**src/rtl/clmul_pkg.sv**
```systemverilog
// clmul_pkg: shared types and helpers for the digit-serial carry-less MAC.
//   state_t      - engine states IDLE, RUN, REDUCE, DONE
//   clmul_n      - number of RUN cycles (W / DIGIT)
//   clmul_cnt_w  - digit counter width, $clog2(N+1)
//   clmul_digit  - one digit step of the GF(2) shift-and-XOR multiply
// The digit helper works on fixed maximum-width vectors so that a single
// package serves every W; callers zero-extend operands and truncate results.
package clmul_pkg;

  localparam int MAX_W = 64;
  localparam int EXT_W = 2 * MAX_W - 1;

  typedef enum logic [1:0] {
    IDLE   = 2'd0,
    RUN    = 2'd1,
    REDUCE = 2'd2,
    DONE   = 2'd3
  } state_t;

  function automatic int clmul_n(input int w, input int digit);
    return w / digit;
  endfunction

  function automatic int clmul_cnt_w(input int w, input int digit);
    return $clog2(w / digit + 1);
  endfunction

  // XOR a, shifted to each set multiplier bit position of this digit, into
  // the accumulator. bdigit carries only the bits of the current digit in
  // its low positions; higher bits must be zero.
  function automatic logic [EXT_W-1:0] clmul_digit(
    input logic [EXT_W-1:0] acc,
    input logic [MAX_W-1:0] a,
    input logic [MAX_W-1:0] bdigit,
    input int unsigned      shift
  );
    logic [EXT_W-1:0] r;
    logic [EXT_W-1:0] a_ext;
    r     = acc;
    a_ext = EXT_W'(a);
    for (int j = 0; j < MAX_W; j++) begin
      if (bdigit[j]) r = r ^ (a_ext << (shift + unsigned'(j)));
    end
    return r;
  endfunction

endpackage

```
**src/rtl/clmul_mac_seq_if.sv**
```systemverilog
// clmul_mac_seq_if: operand and result handshakes of the carry-less MAC.
//   in_valid/in_ready  - operand handshake (in_a, in_b, in_acc)
//   out_valid/out_ready - result handshake (out_data, 2W-1 bits)
// Modports: master drives operands and accepts results; slave is the engine.
interface clmul_mac_seq_if #(
  parameter int W = 8
);
  logic           in_valid;
  logic           in_ready;
  logic [W-1:0]   in_a;
  logic [W-1:0]   in_b;
  logic           in_acc;
  logic           out_valid;
  logic           out_ready;
  logic [2*W-2:0] out_data;

  modport master (
    output in_valid, in_a, in_b, in_acc, out_ready,
    input  in_ready, out_valid, out_data
  );

  modport slave (
    input  in_valid, in_a, in_b, in_acc, out_ready,
    output in_ready, out_valid, out_data
  );
endinterface

```
**src/rtl/gf2_reduce.sv**
```systemverilog
// gf2_reduce: purely combinational reduction of a 2W-1 bit GF(2) polynomial
// modulo POLY (W+1 bits, MSB set) by long division from bit 2W-2 down to W.
//   prod - carry-less product, 2W-1 bits
//   rem  - remainder, W bits
module gf2_reduce #(
  parameter int         W    = 8,
  parameter logic [W:0] POLY = (W+1)'(9'h11B)
) (
  input  logic [2*W-2:0] prod,
  output logic [W-1:0]   rem
);

  logic [2*W-2:0] work;

  // Clear the top set bit each step by XORing the aligned polynomial;
  // walking downwards guarantees earlier cancellations are never undone.
  always_comb begin
    work = prod;
    for (int i = 2*W-2; i >= W; i--) begin
      if (work[i]) work = work ^ ((2*W-1)'(POLY) << (i - W));
    end
    rem = work[W-1:0];
  end

endmodule

```
**src/rtl/clmul_mac_seq.sv**
```systemverilog
// clmul_mac_seq: digit-serial carry-less (GF(2)) multiply-accumulate engine.
// Computes P = A*B over GF(2)[x], optionally XORed with the previously
// delivered result, consuming DIGIT multiplier bits per cycle.
//   clk, rst - clock and synchronous active-high reset
//   bus      - clmul_mac_seq_if slave: operand and result handshakes
//   busy     - high while in RUN or REDUCE
// Optional build macro CLMUL_REDUCE_EN adds a one-cycle REDUCE state that
// folds the product modulo POLY; results then live in out_data[W-1:0].
module clmul_mac_seq
  import clmul_pkg::*;
#(
  parameter int         W     = 8,
  parameter int         DIGIT = 2,
  parameter logic [W:0] POLY  = (W+1)'(9'h11B)
) (
  input  logic             clk,
  input  logic             rst,
  clmul_mac_seq_if.slave   bus,
  output logic             busy
);

  localparam int N     = clmul_n(W, DIGIT);
  localparam int CNT_W = clmul_cnt_w(W, DIGIT);
  localparam int PW    = 2 * W - 1;
  localparam int IDX_W = (W > 1) ? $clog2(W) : 1;

  // Elaboration-time sanity checks on the configuration.
  if (W < 2 || W > MAX_W) begin : g_bad_w
    $error("clmul_mac_seq: W out of range");
  end
  if (DIGIT < 1 || (W % DIGIT) != 0) begin : g_bad_digit
    $error("clmul_mac_seq: DIGIT must divide W");
  end
  if (POLY[W] != 1'b1) begin : g_bad_poly
    $error("clmul_mac_seq: POLY MSB must be set");
  end

  state_t             state;
  state_t             state_next;
  logic [W-1:0]       a_reg;
  logic [W-1:0]       b_reg;
  logic [PW-1:0]      acc;
  logic [PW-1:0]      acc_step;
  logic [PW-1:0]      last_result;
  logic [PW-1:0]      out_data_reg;
  logic [CNT_W-1:0]   cnt;
  logic [W-1:0]       b_digit;
  int unsigned        shift_amt;
  logic               last_digit;

`ifdef CLMUL_REDUCE_EN
  logic [W-1:0] acc_reduced;

  gf2_reduce #(
    .W    (W),
    .POLY (POLY)
  ) u_reduce (
    .prod (acc),
    .rem  (acc_reduced)
  );
`endif

  // Select the current multiplier digit and compute the accumulator value
  // after this digit's partial products are folded in.
  always_comb begin
    shift_amt = unsigned'(int'(cnt) * DIGIT);
    b_digit   = '0;
    for (int j = 0; j < DIGIT; j++) begin
      b_digit[j] = b_reg[IDX_W'(int'(cnt) * DIGIT + j)];
    end
    acc_step   = PW'(clmul_digit(EXT_W'(acc), MAX_W'(a_reg), MAX_W'(b_digit), shift_amt));
    last_digit = (cnt == CNT_W'(N - 1));
  end

  // State register.
  always_ff @(posedge clk) begin
    if (rst) state <= IDLE;
    else     state <= state_next;
  end

  // Next-state logic. Latency is fixed at N RUN cycles regardless of data.
  always_comb begin
    state_next = state;
    case (state)
      IDLE:    if (bus.in_valid) state_next = RUN;
`ifdef CLMUL_REDUCE_EN
      RUN:     if (last_digit) state_next = REDUCE;
`else
      RUN:     if (last_digit) state_next = DONE;
`endif
      REDUCE:  state_next = DONE;
      DONE:    if (bus.out_ready) state_next = IDLE;
      default: state_next = IDLE;
    endcase
  end

  // Handshake outputs are pure functions of the state, so out_valid cannot
  // drop before the consumer takes the result and in_ready returns only
  // the cycle after that.
  always_comb begin
    bus.in_ready  = (state == IDLE);
    bus.out_valid = (state == DONE);
    busy          = (state == RUN) || (state == REDUCE);
  end

  assign bus.out_data = out_data_reg;

  // Datapath: capture operands, step the accumulator, and publish the final
  // value into both the output register and the last-result register as
  // the engine enters DONE.
  always_ff @(posedge clk) begin
    if (rst) begin
      a_reg        <= '0;
      b_reg        <= '0;
      acc          <= '0;
      cnt          <= '0;
      last_result  <= '0;
      out_data_reg <= '0;
    end else begin
      case (state)
        IDLE: begin
          if (bus.in_valid) begin
            a_reg <= bus.in_a;
            b_reg <= bus.in_b;
            acc   <= bus.in_acc ? last_result : '0;
            cnt   <= '0;
          end
        end
        RUN: begin
          acc <= acc_step;
          cnt <= cnt + 1'b1;
`ifndef CLMUL_REDUCE_EN
          if (last_digit) begin
            out_data_reg <= acc_step;
            last_result  <= acc_step;
          end
`endif
        end
`ifdef CLMUL_REDUCE_EN
        REDUCE: begin
          acc          <= PW'(acc_reduced);
          out_data_reg <= PW'(acc_reduced);
          last_result  <= PW'(acc_reduced);
        end
`endif
        default: ;
      endcase
    end
  end

endmodule

```
**src/flat_wrapper.sv**
```systemverilog
// flat-port wrapper written by rule: the top's interface ports become plain ports
module clmul_mac_seq_flat import clmul_pkg::*;
#(
  parameter int         W     = 8,
  parameter int         DIGIT = 2,
  parameter logic [W:0] POLY  = (W+1)'(9'h11B)
)
  (clk, rst, busy, bus_in_valid, bus_in_a, bus_in_b, bus_in_acc, bus_out_ready, bus_in_ready, bus_out_valid, bus_out_data);
  clmul_mac_seq_if #(.W(W)) bus_i ();
  input  logic clk;
  input  logic rst;
  output logic busy;
  input wire logic [$bits(bus_i.in_valid)-1:0] bus_in_valid;
  input wire logic [$bits(bus_i.in_a)-1:0] bus_in_a;
  input wire logic [$bits(bus_i.in_b)-1:0] bus_in_b;
  input wire logic [$bits(bus_i.in_acc)-1:0] bus_in_acc;
  input wire logic [$bits(bus_i.out_ready)-1:0] bus_out_ready;
  output wire logic [$bits(bus_i.in_ready)-1:0] bus_in_ready;
  output wire logic [$bits(bus_i.out_valid)-1:0] bus_out_valid;
  output wire logic [$bits(bus_i.out_data)-1:0] bus_out_data;
  assign bus_i.in_valid = bus_in_valid;
  assign bus_i.in_a = bus_in_a;
  assign bus_i.in_b = bus_in_b;
  assign bus_i.in_acc = bus_in_acc;
  assign bus_i.out_ready = bus_out_ready;
  assign bus_in_ready = bus_i.in_ready;
  assign bus_out_valid = bus_i.out_valid;
  assign bus_out_data = bus_i.out_data;
  clmul_mac_seq #(.W(W), .DIGIT(DIGIT), .POLY(POLY)) u_core (.clk(clk), .rst(rst), .bus(bus_i), .busy(busy));
endmodule
```
**config.mk**
```make
export PLATFORM = sky130hd
export DESIGN_NAME = clmul_mac_seq_flat
export DESIGN_NICKNAME = d
export VERILOG_FILES = /design/src/rtl/clmul_pkg.sv /design/src/rtl/clmul_mac_seq_if.sv /design/src/rtl/gf2_reduce.sv /design/src/rtl/clmul_mac_seq.sv /design/src/flat_wrapper.sv
export SDC_FILE = /design/constraint.sdc
export NUM_CORES = 1
export LEC_CHECK = 0
export CORE_MARGIN = 2
export CORE_UTILIZATION = 50
export CTS_BUF_LIST = sky130_fd_sc_hd__clkbuf_8
export DETAILED_ROUTE_END_ITERATION = 12
export PLACE_DENSITY = 0.73
export SLEW_MARGIN = 20
export SYNTH_ARGS = -nofsm -noshare
export SYNTH_HDL_FRONTEND = slang
export SYNTH_SLANG_ARGS = --single-unit
```
**constraint.sdc**
```tcl
create_clock -name clk -period 2.78 [get_ports clk]
set_input_delay 0.278 -clock clk [delete_from_list [all_inputs] [get_ports clk]]
set_output_delay 0.278 -clock clk [all_outputs]
set_load 0.01 [all_outputs]
```
==> impl_metrics.json <==
{
  "die_w_um": 82.2,
  "fmax_mhz": 428,
  "yosys.cell_types.count": 47,
  "core-area_um2": 5920,
  "post_cts_resized": 0,
  "crit_chain": "ha_1 > inv_2 > o21ai_0 > buf_4 > nor2_1 > a2111oi_2",
  "hold_class": "in2reg",
  "cts_tree": "done",
  "cts_root_buffer": "clkbuf_8",
  "drt-met1-wl_mm": 3.28,
  "dieHeight_um": 82.2,
  "async_flop_share_pct": 0,
  "syn_to_final_growth_pct": 15.8,
  "die_area_um2": 6750,
  "slew_headroom_pct": 41.9,
  "yosys_warnings": 0,
  "ys.flop_type": "dfxtp_1",
  "rr_startpoint": "u_core.state[0]$_SDFFE_PP0P_",
  "final_core_util_pct": 59.7,
  "critPathTopFamily": "compound AO/OA/AOI/OAI gates",
  "syn_nets": 398,
  "clock_path_buffers": 2,
  "cp.required_ps": 2990,
  "wl_mm": 7.04,
  "cell_internal_pwr_uw": 1350,
  "grt_pass1_vias": 2520,
  "vdd_ir_drop_max_uv": 454,
  "diodes": 0,
  "cp-start-kind": "flop",
  "syn_area_um2": 3050,
  "synth_edf_count": 0,
  "synth_top_cell_area_share_pct": 33.4,
  "cp_slowest_stage_delay_ps": 500,
  "pwr-share-seq_pct": 41.1,
  "synthCells": 371,
  "drive_gt1_share_pct": 8.23,
  "wire_per_inst_um": 14.8,
  "multi_input_area_um2": 1870,
  "path_max_fanout": 13,
  "power.switching_uw": 854,
  "start_util_pct": 51.6,
  "grt_pass1_wl_mm": 11.7,
  "synth.area.top_cells": "dfxtp_1 33%, nand2_1 9.1%, a21oi_1 6.4%",
  "powerDensity_nw_per_um2": 624,
  "slew_viol_final": 0,
  "wl_met2_mm": 3.35,
  "route.met3.wl_um": 266,
  "crit_type": "reg2reg",
  "crit_path_start": "u_core.state[0]$_SDFFE_PP0P_",
  "cp.arrival_ps": 2550,
  "antenna_found_initial": 0,
  "rows": 28,
  "final_nets": 427,
  "cp_num_buf_inv": 2,
  "postRouteAntennaNets": 0,
  "p_leak_uw": 0.00120,
  "worst_skew_pair.late_latency_ps": 310,
  "cts_buffers": 5,
  "grt_max_degree": 28,
  "swShare_pct": 38.7,
  "tightest_slew_ps": 871,
  "cpMaxStageDelayCell": "ha_1",
  "drt_first_iter_violations": 149,
  "path_clk_slew_ps": 100,
  "grt_overflow": 0,
  "layout_common_cells": "74 x nand2_1, 51 x dfxtp_1, 39 x a21oi_1",
  "skew_ps": 4.85,
  "layout_commonest_cell": "nand2_1",
  "hold_buffers": 0,
  "rsz0062_at_grt": "no",
  "post-dp-hpwl_mm": 5.23,
  "ios": 39,
  "num_vias": 2693,
  "fin_cells": 476,
  "hold_viol_final": 0,
  "ys_ff_latch": 51,
  "ff_latch_area_um2": 1020,
  "synth.yosys.seq_area_share_pct": 33.4,
  "track_usage_pct": 22.2,
  "top_layer": "met4",
  "htree_num_levels": 2,
  "synth_top_cell_by_area": "dfxtp_1",
  "postCtsSetupBuffers": 0,
  "clkPwrFrac_pct": 19.3,
  "drt_pass1_iterations": 4,
  "min_period_ps": 2340,
  "finalSetupViolations": 0,
  "placed_cells": 468,
  "viasPerCell": 5.66,
  "cts_sinks": 51,
  "fin_crit_sh_pct": 84.1,
  "r2r_setup_slack_ps": 440,
  "drcViolationCount": 0,
  "gp_congestion": 0.941,
  "min_from": "rst",
  "maxCapViolCount": 0,
  "power_frac_comb_pct": 39.6,
  "tns_ps": 0,
  "portBuffers": 38,
  "fillers": 554,
  "timing.critical_path.to_type": "flop",
  "synth_area_per_cell_um2": 8.23,
  "status": "finished clean"
}
-- cell type report --
cell class / count / area share (%)
clock buffers: 5 / 1.95
clock inverters: 3 / 0.354
inverters: 8 / 0.849
multi-input cells: 287 / 52.8
flip-flops and latches: 51 / 28.9
well taps: 75 / 2.65
repair buffers: 47 / 12.5
-- cell families (layout without fill, tap and decap cells) --
logic type	after synthesis	count (layout)	synth area share, %
fa+ha+maj	6	6	2.46
flops	51	51	33.4
buf+inv	33	63	5.45
xor+xnor	18	18	7.99
mux	21	21	8.77
simple gates	151	151	22.3
compound gates	91	91	19.6
-- Yosys cell counts, types with 5 or more instances --
| cell type | n |
|---|---|
| clkbuf_1 | 16 |
| a31oi_1 | 8 |
| mux2i_1 | 11 |
| a22oi_1 | 5 |
| a211oi_1 | 5 |
| nand2_1 | 74 |
| a21oi_1 | 39 |
| or3_1 | 8 |
| o21a_1 | 5 |
| nor3_1 | 6 |
| ha_1 | 6 |
| xnor2_1 | 7 |
| o21ai_0 | 8 |
| dfxtp_1 | 51 |
| and2_1 | 5 |
| inv_1 | 6 |
| xor2_1 | 5 |
| nand3_1 | 16 |
| nor2_1 | 26 |
-- metrics by stage --
step	setup WS (ps)	hold WS (ps)	cell area (um2)	power (uW)
finish	443	424	3540	2210
CTS	409	410	3540	2210
global placement	509	448	3450	1780
global route	236	450	3540	2340
floorplan	851	414	3050	1560
detailed placement	432	454	3450	1800
-- power groups by stage --
stage / combinational (uW) / sequential, uW / clock (uW)
2_1_floorplan: 688 / 875 / 0
3_3_place_gp: 861 / 920 / 0
3_5_place_dp: 873 / 922 / 0
4_1_cts: 875 / 906 / 431
5_1_grt: 962 / 919 / 457
6_report: 874 / 908 / 425
-- routing by layer --
| metal | GRT usage (%) | vias up |
|---|---|---|
| met4 | 7.17 | 0 |
| met3 | 4.13 | 11 |
| met5 | 0 | - |
| met1 | 28.4 | 1262 |
| met2 | 37.7 | 66 |
| li1 | - | 1354 |
-- worst paths after layout --
kind | to | cells past startpoint
worst max-delay path | u_core.acc[12]$_SDFFE_PP0P_ | 6
worst min register to register | u_core.b_reg[5]$_SDFFE_PP0P_ | 2
worst min-delay path | u_core.cnt[1]$_SDFFE_PP0P_ | 2
worst max register to register | u_core.acc[12]$_SDFFE_PP0P_ | 6
No activity file was read; power rests on OpenSTA's default activity.
